`src/rtl/uart_rx_mid.sv`:
```
// Purpose: UART receiver, 8 data bits LSB first, optional odd/even parity, 1 stop bit, mid-bit 3-sample majority vote.
// Latency: rx falling edge to r_stop is about 2 + 9*CLKS_PER_BIT + MID + 2 clk (+CLKS_PER_BIT with parity).
// Backpressure: none; strobes are single-cycle and must be consumed when they fire.
module uart_rx_mid #(
  parameter int clk_rate    = 1000000,
  parameter int baud_rate   = 9600,
  parameter int parity_mode = 0
) (
  input  logic       clk,
  input  logic       rst,
  input  logic       rx,
  output logic [7:0] data_out,
  output logic       r_stop,
  output logic       frame_err,
  output logic       parity_err,
  output logic       busy
);

  localparam int CLKS_PER_BIT = clk_rate / baud_rate;
  localparam int MID          = CLKS_PER_BIT / 2;
  localparam int CW           = $clog2(CLKS_PER_BIT);
  localparam bit PAR_EN       = (parity_mode != 0);
  localparam bit PAR_ODD      = (parity_mode == 1);

  typedef logic [CW-1:0] cnt_t;
  localparam cnt_t CNT_LAST = cnt_t'(CLKS_PER_BIT - 1);
  localparam cnt_t CNT_S0   = cnt_t'(MID - 1);
  localparam cnt_t CNT_S1   = cnt_t'(MID);
  localparam cnt_t CNT_DEC  = cnt_t'(MID + 1);

  typedef enum logic [2:0] {
    S_IDLE, S_START, S_DATA, S_PARITY, S_STOP, S_BREAK
  } state_t;

  state_t     r_state;
  logic       r_sync1, r_sync2;
  cnt_t       r_clk_cnt;
  logic [2:0] r_bit_idx;
  logic [7:0] r_shreg;
  logic       r_s0, r_s1;
  logic       r_par_bad;

  state_t     w_state_nxt;
  logic       w_rx_s, w_vote, w_decide, w_wrap, w_exp_par;
  logic       w_stop_nxt, w_ferr_nxt, w_perr_nxt;

  assign w_rx_s    = r_sync2;
  assign w_decide  = (r_clk_cnt == CNT_DEC);
  assign w_wrap    = (r_clk_cnt == CNT_LAST);
  // Third vote sample is the live synchronized line at the decision count.
  assign w_vote    = (r_s0 & r_s1) | (r_s0 & w_rx_s) | (r_s1 & w_rx_s);
  assign w_exp_par = PAR_ODD ? ~^r_shreg : ^r_shreg;
  assign busy      = (r_state != S_IDLE);

  // Two-flop synchronizer; presets high so reset looks like an idle line.
  always_ff @(posedge clk or negedge rst) begin
    if (!rst) begin
      r_sync1 <= 1'b1;
      r_sync2 <= 1'b1;
    end else begin
      r_sync1 <= rx;
      r_sync2 <= r_sync1;
    end
  end

  // State register.
  always_ff @(posedge clk or negedge rst) begin
    if (!rst) r_state <= S_IDLE;
    else      r_state <= w_state_nxt;
  end

  // Next-state and strobe decode; STOP acts at the decision point so frames can abut.
  always_comb begin
    w_state_nxt = r_state;
    w_stop_nxt  = 1'b0;
    w_ferr_nxt  = 1'b0;
    w_perr_nxt  = 1'b0;
    unique case (r_state)
      S_IDLE: begin
        if (!w_rx_s) w_state_nxt = S_START;
      end
      S_START: begin
        if (w_decide && w_vote) w_state_nxt = S_IDLE;
        else if (w_wrap)        w_state_nxt = S_DATA;
      end
      S_DATA: begin
        if (w_wrap && (r_bit_idx == 3'd7)) w_state_nxt = PAR_EN ? S_PARITY : S_STOP;
      end
      S_PARITY: begin
        if (w_wrap) w_state_nxt = S_STOP;
      end
      S_STOP: begin
        if (w_decide) begin
          if (!w_vote) begin
            w_ferr_nxt  = 1'b1;
            w_state_nxt = S_BREAK;
          end else if (r_par_bad) begin
            w_perr_nxt  = 1'b1;
            w_state_nxt = S_IDLE;
          end else begin
            w_stop_nxt  = 1'b1;
            w_state_nxt = S_IDLE;
          end
        end
      end
      S_BREAK: begin
        if (w_rx_s) w_state_nxt = S_IDLE;
      end
      default: w_state_nxt = S_IDLE;
    endcase
  end

  // Bit timer, vote samples, shift register, parity check and registered outputs.
  always_ff @(posedge clk or negedge rst) begin
    if (!rst) begin
      r_clk_cnt  <= '0;
      r_bit_idx  <= '0;
      r_shreg    <= '0;
      r_s0       <= 1'b1;
      r_s1       <= 1'b1;
      r_par_bad  <= 1'b0;
      data_out   <= '0;
      r_stop     <= 1'b0;
      frame_err  <= 1'b0;
      parity_err <= 1'b0;
    end else begin
      if ((w_state_nxt != r_state) || (r_state == S_IDLE) || (r_state == S_BREAK) || w_wrap)
        r_clk_cnt <= '0;
      else
        r_clk_cnt <= r_clk_cnt + cnt_t'(1);

      if (r_clk_cnt == CNT_S0) r_s0 <= w_rx_s;
      if (r_clk_cnt == CNT_S1) r_s1 <= w_rx_s;

      if (r_state == S_START)                r_bit_idx <= '0;
      else if ((r_state == S_DATA) && w_wrap) r_bit_idx <= r_bit_idx + 3'd1;

      if ((r_state == S_DATA) && w_decide) r_shreg[r_bit_idx] <= w_vote;

      if (r_state == S_IDLE)                     r_par_bad <= 1'b0;
      else if ((r_state == S_PARITY) && w_decide) r_par_bad <= (w_vote != w_exp_par);

      if (w_stop_nxt) data_out <= r_shreg;
      r_stop     <= w_stop_nxt;
      frame_err  <= w_ferr_nxt;
      parity_err <= w_perr_nxt;
    end
  end

endmodule

```
`config.mk`:
```
export PLATFORM = sky130hd
export DESIGN_NAME = uart_rx_mid
export DESIGN_NICKNAME = d
export VERILOG_FILES = /design/src/rtl/uart_rx_mid.sv
export SDC_FILE = /design/constraint.sdc
export NUM_CORES = 1
export LEC_CHECK = 0
export ABC_AREA = 0
export CAP_MARGIN = 20
export CORE_ASPECT_RATIO = 1.5
export CORE_UTILIZATION = 30
export CTS_BUF_LIST = sky130_fd_sc_hd__clkbuf_16
export CTS_CLUSTER_DIAMETER = 60
export DETAILED_ROUTE_END_ITERATION = 6
export GPL_TIMING_DRIVEN = 1
export PLACE_DENSITY_LB_ADDON = 0.3
export SLEW_MARGIN = 20
export SYNTH_ARGS = -nofsm -noshare
export SYNTH_HDL_FRONTEND = slang
export SYNTH_SLANG_ARGS = --single-unit
```
`constraint.sdc`:
```
create_clock -name clk -period 2.05 [get_ports clk]
set_input_delay 0.41 -clock clk [delete_from_list [all_inputs] [get_ports clk]]
set_output_delay 0.41 -clock clk [all_outputs]
set_load 0.05 [all_outputs]
```
==> summary.txt, run 1 <==
Status
  – Status: finished, final reports clean

Global route
  – Largest net degree at the start of global routing: 20
  – Grt ovf: 0
  – Vias in the first global route: ~1400
  – First-pass GRT wire length: 6.699 mm
  – Initial antenna violation count: 0
  – GRT Overall Usage: 12.98%

Timing
  – Final min period: 1.973 ns
  – Final Cycle Share: 96.25%
  – RSZ-0062 raised after global routing: false
  – Fmax: 506.8 MHz
  – Actual slew at the worst max-slew pin: 0.4925 ns
  – Setup TNS Final: 0 ns
  – Final Hold Vio Count: 0
  – Slew Limit Fails: 0
  – Relative slew margins: around 67%
  – Hold Slack: 0.06200 ns
  – Skew final: 0.006695 ns
  – # setup viols final: 0
  – Fin worst setup slack: 0.07682 ns

Clock network
  – Clock Sink Count: 37
  – Clock root cell: clkbuf_16
  – Worst skew pair latency: 0.28 ns
  – Post-cts repair resize count: 0
  – Total CTS buffers: 5
  – Reg clk slew, reported paths: around 0.06 ns
  – Post-CTS setup buffers: 0
  – CTS Buffer Depth: 2
  – # hold bufs at CTS: 0
  – CTS H-tree lvls: 2
  – CTS tree: yes

Detailed routing
  – Final ANT Viol Nets: 0
  – Met2 WL: 2.181 mm
  – DRT met1 WL: around 1.8 mm
  – Highest metal used: met4
  – Avg WL per Cell: 14.65 µm
  – Met3 WL: 63 µm
  – DR pass1 iterations: 4
  – Routed wire length: 4.102 mm
  – Drt drc: 0
  – Vias: 1441
  – Avg Vias per Cell: 5.146
  – DRT iter0 DRCs: between 40 and 50

Floorplanning
  – Die H: ~100 µm
  – I/O Pins: 15
  – DIE WIDTH: 68.32 µm
  – Core area: 0.006262 mm²
  – Initial core utilization: 31.61%
  – FP Rows: 35
  – Die area: 0.006933 mm²

Placement
  – Placed insts: between 200 and 300
  – Pre-CTS setup slack: 0.07888 ns
  – PortBufs: 14
  – Post-DP HPWL: 3.114 mm
  – RePlAce Congestion: 0.8074
  – Placed Area: about 0.0023 mm²

Worst hold path
  – Hold Crit Class: in2async

Yosys
  – Yosys top cell by area: dfrtp_1
  – Post-synth EDFFs: 0
  – Ys flop type: dfrtp_1
  – Syn_nets: 183
  – Synth top area share: 41.72%
  – Most common cell in the netlist: dfrtp_1
  – Mapped cell area: 0.001979 mm²
  – Sequential share of the synthesized area: 47.03%
  – Area contributors post-synth: dfrtp_1 (42%), mux2_2 (9.1%), dfstp_2 (5.3%)
  – Ys async rst share: 100.0%
  – Commonest cells in the netlist: dfrtp_1 (33), mux2_2 (16)
  – Average cell area after synthesis: 11.31 µm²
  – Post-synthesis cell type count: 47
  – Yosys warns: 0
  – Post-synthesis register bit count: 37
  – Synthesized instance count: 175

Worst setup path
  – Max stage delay cell, worst path: or4b_4
  – Worst setup EP type: flip-flop
  – Critical Path AT: 2.12 ns
  – Critical Path Max Stage Delay: 0.57 ns
  – Worst-path cell chain: or3b_1 -> or4b_4 -> a32oi_4 -> nor4_1
  – Worst Path Required: 2.19 ns
  – Crit-path max FO: 8
  – Startpoint types: flip-flop
  – Critical path class: reg2reg

Finish
  – N_diodes: 0
  – Design area: 0.002440 mm²
  – Post-route insts no fill: 280
  – Layout cells sized above 1: 25.73%
  – Final nets: between 200 and 250
  – Synth-to-layout area growth: 23.26%

Power and ir drop
  – Leak Pwr: 1.059 nW
  – Clock share of power: roughly 49%
  – Int Power: roughly 1.2 mW
  – Maximum VDD drop: 270.6 µV
  – Combinational Power Share: 1.6%
  – Sw Share: 20.71%
  – Flop pwr share: 49.4%
  – Sw power: between 0.3 and 0.4 mW
  – Pwr dens: approximately 600 mW/mm²

Job
  – Max Cap Viol: 0
## layer usage
metal | vias up | GRT usage [%]
met4 | 0 | 6.891
met2 | 24 | 22.17
met5 | - | 0
li1 | 705 | -
met1 | 704 | 15.00
met3 | 8 | 2.140
## worst paths after layout
path / from / endpoint / slack, ns / depth (start not counted)
worst max-delay path: r_clk_cnt[3] / r_clk_cnt[5] / 0.08 / 4
worst min-delay path: rst / r_bit_idx[1] / 0.06 / 1
worst max register to register: r_clk_cnt[3] / r_clk_cnt[5] / 0.08 / 4
worst min register to register: r_sync1 / r_sync2 / 0.35 / 0
max in group asynchronous: rst / r_sync1 / 1.41 / 2
min in group clk: r_sync1 / r_sync2 / 0.35 / 0
## state kept, by name, summed over array words and instances (netlist names)
name        cells
r_shreg         8
r_s0            1
r_bit_idx       3
r_s1            1
frame_err       1
parity_err      1
r_stop          1
r_state         3
r_clk_cnt       7
data_out        8
r_sync2         1
r_sync1         1
r_par_bad       1
## power by group through the flow
| stage | combinational [mW] | clock, mW | sequential, mW |
|---|---|---|---|
| after floorplan | 0.00589 | 0 | 0.748 |
| after global placement | 0.0244 | 0 | 0.750 |
| after detailed placement | 0.0253 | 0 | 0.750 |
| after CTS | 0.0253 | 0.744 | 0.737 |
| after global routing | 0.0277 | 0.775 | 0.737 |
| final | 0.0238 | 0.731 | 0.737 |
## kinds of logic (layout without fill, tap and decap cells)
kind of cell / after synthesis / after routing / share of synthesized area [%]
simple gates: 60 / 60 / 20.10
flops: 37 / 37 / 47.03
compound gates: 28 / 28 / 11.06
buf+inv: 17 / 48 / 3.477
mux: 16 / 16 / 9.102
xor+xnor: 11 / 11 / 5.563
fa+ha+maj: 6 / 6 / 3.666
## layout by cell type (no fill, tap or decap), types with 3 or more instances in the layout
cell type / instances
nor4_1: 4
nand2_1: 6
ha_1: 5
nand2b_1: 3
clkdlybuf4s50_1: 12
nor2b_1: 3
buf_4: 19
o2bb2ai_1: 3
nor2_1: 5
nand4_1: 5
o21ai_0: 8
inv_1: 9
dfrtp_1: 33
dfstp_2: 4
nand3_1: 5
xnor2_1: 8
o31ai_1: 3
nor3_1: 8
clkbuf_16: 5
mux2_2: 16
o32a_1: 3
## cell type report
class / count / area (µm²)
tap: 74 / 92.59
fill: 626 / 3822
sequential: 37 / 930.9
multi-input combinational: 121 / 979.7
inverter: 8 / 30.03
timing repair buffer: 32 / 267.8
clock inverter: 3 / 13.76
clock buffer: 5 / 125.1
## metrics by stage
| step | utilization (%) | power, mW |
|---|---|---|
| floorplan | - | 0.7535 |
| global placement | 36.74 | 0.7744 |
| detailed placement | 36.74 | 0.7756 |
| CTS | 38.96 | 1.507 |
| global route | 38.96 | 1.540 |
| finish | 38.96 | 1.492 |
## critical path, delay by kind of cell (launching register included)
| family | cells | cell delay, ns |
|---|---|---|
| compound gates | 1 | 0.26 |
| flops | 1 | 0.48 |
| simple gates | 3 | 1.10 |
Power figures use the tool's default switching activity.
==> run 2: changes to the inputs <==
--- a/config.mk
+++ b/config.mk
@@ -10,9 +10,8 @@
 export CORE_ASPECT_RATIO = 1.5
 export CORE_UTILIZATION = 30
 export CTS_BUF_LIST = sky130_fd_sc_hd__clkbuf_16
-export CTS_CLUSTER_DIAMETER = 60
 export DETAILED_ROUTE_END_ITERATION = 6
-export GPL_TIMING_DRIVEN = 1
+export GPL_TIMING_DRIVEN = 0
 export PLACE_DENSITY_LB_ADDON = 0.3
 export SLEW_MARGIN = 20
 export SYNTH_ARGS = -nofsm -noshare
==> constraint.sdc (replaced) <==
create_clock -name clk -period 2.4 [get_ports clk]
set_input_delay 0.48 -clock clk [delete_from_list [all_inputs] [get_ports clk]]
set_output_delay 0.48 -clock clk [all_outputs]
set_load 0.05 [all_outputs]
==> run 2 against run 1 <==
  * Largest cell class unchanged
  * First-iteration DRC count up 33%
  * Sequential share of layout area increased by 0.82 points
  * Register-to-register slack improved by 0.15 ns
  * Count of clock-buffer cells in the layout did not move
  * Final cell count is 2.9% lower
  * Critical path depth fell by 1
  * Final area decreased by 2.1%
  * Die area unchanged
  * Core utilization shrank 0.82 points
  * Clock skew decreased by 0.0046 ns
==> summary.txt, run 2 (same netlist as run 1, synthesis figures left out) <==
Status
  – Status: finished, final reports clean

Power and ir drop
  – Int Power: 1.117 mW
  – Pwr dens: 577.0 mW/mm²
  – Maximum VDD drop: roughly 240 µV
  – Tot Pwr: 1.378 mW
  – Sw Share: 18.92%
  – Clock share of power: 52.7%
  – Sw power: approximately 0.26 mW
  – Flop pwr share: 45.5%
  – Combinational Power Share: 1.7%
  – Leak Pwr: 1.012 nW

Worst setup path
  – Startpoint types: flip-flop
  – Critical Path AT: 1.80 ns
  – Worst Path Required: 1.92 ns
  – Worst path bufs/invs: 2
  – Worst setup EP type: output pin
  – Critical path class: reg2out
  – Max stage delay cell, worst path: dfrtp_1
  – Worst-path cell chain: clkbuf_1 -> or3_1 -> dlygate4sd2_1
  – Crit-path max FO: 10
  – Critical Path Max Stage Delay: about 0.45 ns
  – CP delay by family, top: buffers and inverters
  – Setup slack, reg-to-reg: 0.23 ns

Clock network
  – Total CTS buffers: 5
  – # hold bufs at CTS: 0
  – CTS H-tree lvls: 2
  – Clock Sink Count: 37
  – Worst skew pair latency: 0.28 ns
  – CTS Buffer Depth: 2
  – Reg clk slew, reported paths: 0.05 ns
  – Clock root cell: clkbuf_16
  – Post-cts repair resize count: 1
  – CTS tree: yes
  – Post-CTS setup buffers: 0

Floorplanning
  – Die H: around 100 µm
  – Initial core utilization: a little under a third
  – FP Rows: 35
  – Core area: 0.006262 mm²
  – DIE WIDTH: 68.32 µm
  – I/O Pins: 15
  – Die area: between 0.006 and 0.007 mm²

Detailed routing
  – DRT iter0 DRCs: 56
  – DR pass1 iterations: 4
  – Drt drc: 0
  – Final ANT Viol Nets: 0
  – Avg Vias per Cell: 5.213
  – Vias: 1418
  – Avg WL per Cell: 14.36 µm
  – Routed wire length: 3.906 mm

Worst hold path
  – Hold Crit Class: in2async

Finish
  – Commonest non-fill, non-tap cell in the layout: dfrtp_1
  – Synth-to-layout area growth: 20.67%
  – Final nets: slightly above 200
  – Design area: 0.002389 mm²
  – Commonest non-fill, non-tap cells in the layout: dfrtp_1 (33), mux2_2 (16), clkdlybuf4s50_1 (12), inv_1 (9)
  – Post-route insts no fill: 272
  – Layout cells sized above 1: 19.19%
  – Biggest regs: data_out x8, r_shreg x8, r_clk_cnt x7
  – N_diodes: 0

Global route
  – Initial antenna violation count: 0
  – First-pass GRT wire length: 6.651 mm
  – Vias in the first global route: about 1400
  – Grt ovf: 0
  – Largest net degree at the start of global routing: 25
  – GRT Overall Usage: 12.88%

Timing
  – Actual slew at the worst max-slew pin: 0.7417 ns
  – Skew final: approximately 0.0021 ns
  – Relative slew margins: around 50%
  – # setup viols final: 0
  – Fmax: 437.7 MHz
  – Setup TNS Final: 0 ns
  – Final Hold Vio Count: 0
  – RSZ-0062 raised after global routing: false
  – Final Cycle Share: 95.20%
  – Slew Limit Fails: 0
  – Final min period: about 2.3 ns

Placement
  – PortBufs: 14
  – Post-DP HPWL: 2.979 mm
  – Placed insts: ~260
  – Placed Area: 0.002227 mm²
  – RePlAce Congestion: 0.7992

Job
  – Max Cap Viol: 0
run 2: layout make-up:
cell class / instances / area [µm²]
buffer: 9 / 38.79
clock buffer: 5 / 125.1
clock inverter: 3 / 37.54
fill: 623 / 3874
inverter: 8 / 30.03
multi-input combinational: 121 / 979.7
sequential: 37 / 930.9
tap: 74 / 92.59
timing repair buffer: 15 / 153.9
run 2: layer usage:
| layer | wire [µm] | track usage (%) | vias up |
|---|---|---|---|
| met3 | 93 | 2.365 | 6 |
| met2 | 2095 | 23.45 | 33 |
| li1 | - | - | 689 |
| met5 | 0 | 0 | - |
| met4 | 87 | 5.288 | 0 |
| met1 | 1630 | 14.06 | 690 |
run 2: metrics by stage:
stage               util (%)  worst slack [ns]  hold WS (ns)
floorplan                  -            0.4835        0.1844
detailed placement     35.56            0.1262        0.3472
CTS                    38.14            0.1085        0.1171
global route           38.14          0.006586        0.1356
global placement       35.32          -0.06832        0.3455
finish                 38.14            0.1152        0.1063
run 2: worst reg2reg max path, delay by kind of cell, from the launching register on:
family                 cells  cell delay, ns
muxes                      1            0.40
AOI/OAI and AO/OA          2            0.35
DFF                        1            0.51
and+or+nand+nor            1            0.61
buffers and inverters      1            0.18
run 2: path summary, 6_finish.rpt:
path,from,cells after the start,end
worst max register to register,r_sync2,5,data_out[6]
worst min register to register,r_sync1,0,r_sync2
min in group clk,r_sync1,0,r_sync2
worst max-delay path,r_state[0],3,busy
worst min-delay path,rst,1,data_out[4]
max in group asynchronous,rst,2,r_s0
run 2: power groups by stage:
stage / clock, mW / combinational, mW / sequential, mW
after CTS: 0.739 / 0.0257 / 0.628
after global routing: 0.761 / 0.0283 / 0.627
after global placement: 0 / 0.0222 / 0.639
after floorplan: 0 / 0.00503 / 0.639
after detailed placement: 0 / 0.0255 / 0.638
final: 0.726 / 0.0241 / 0.628
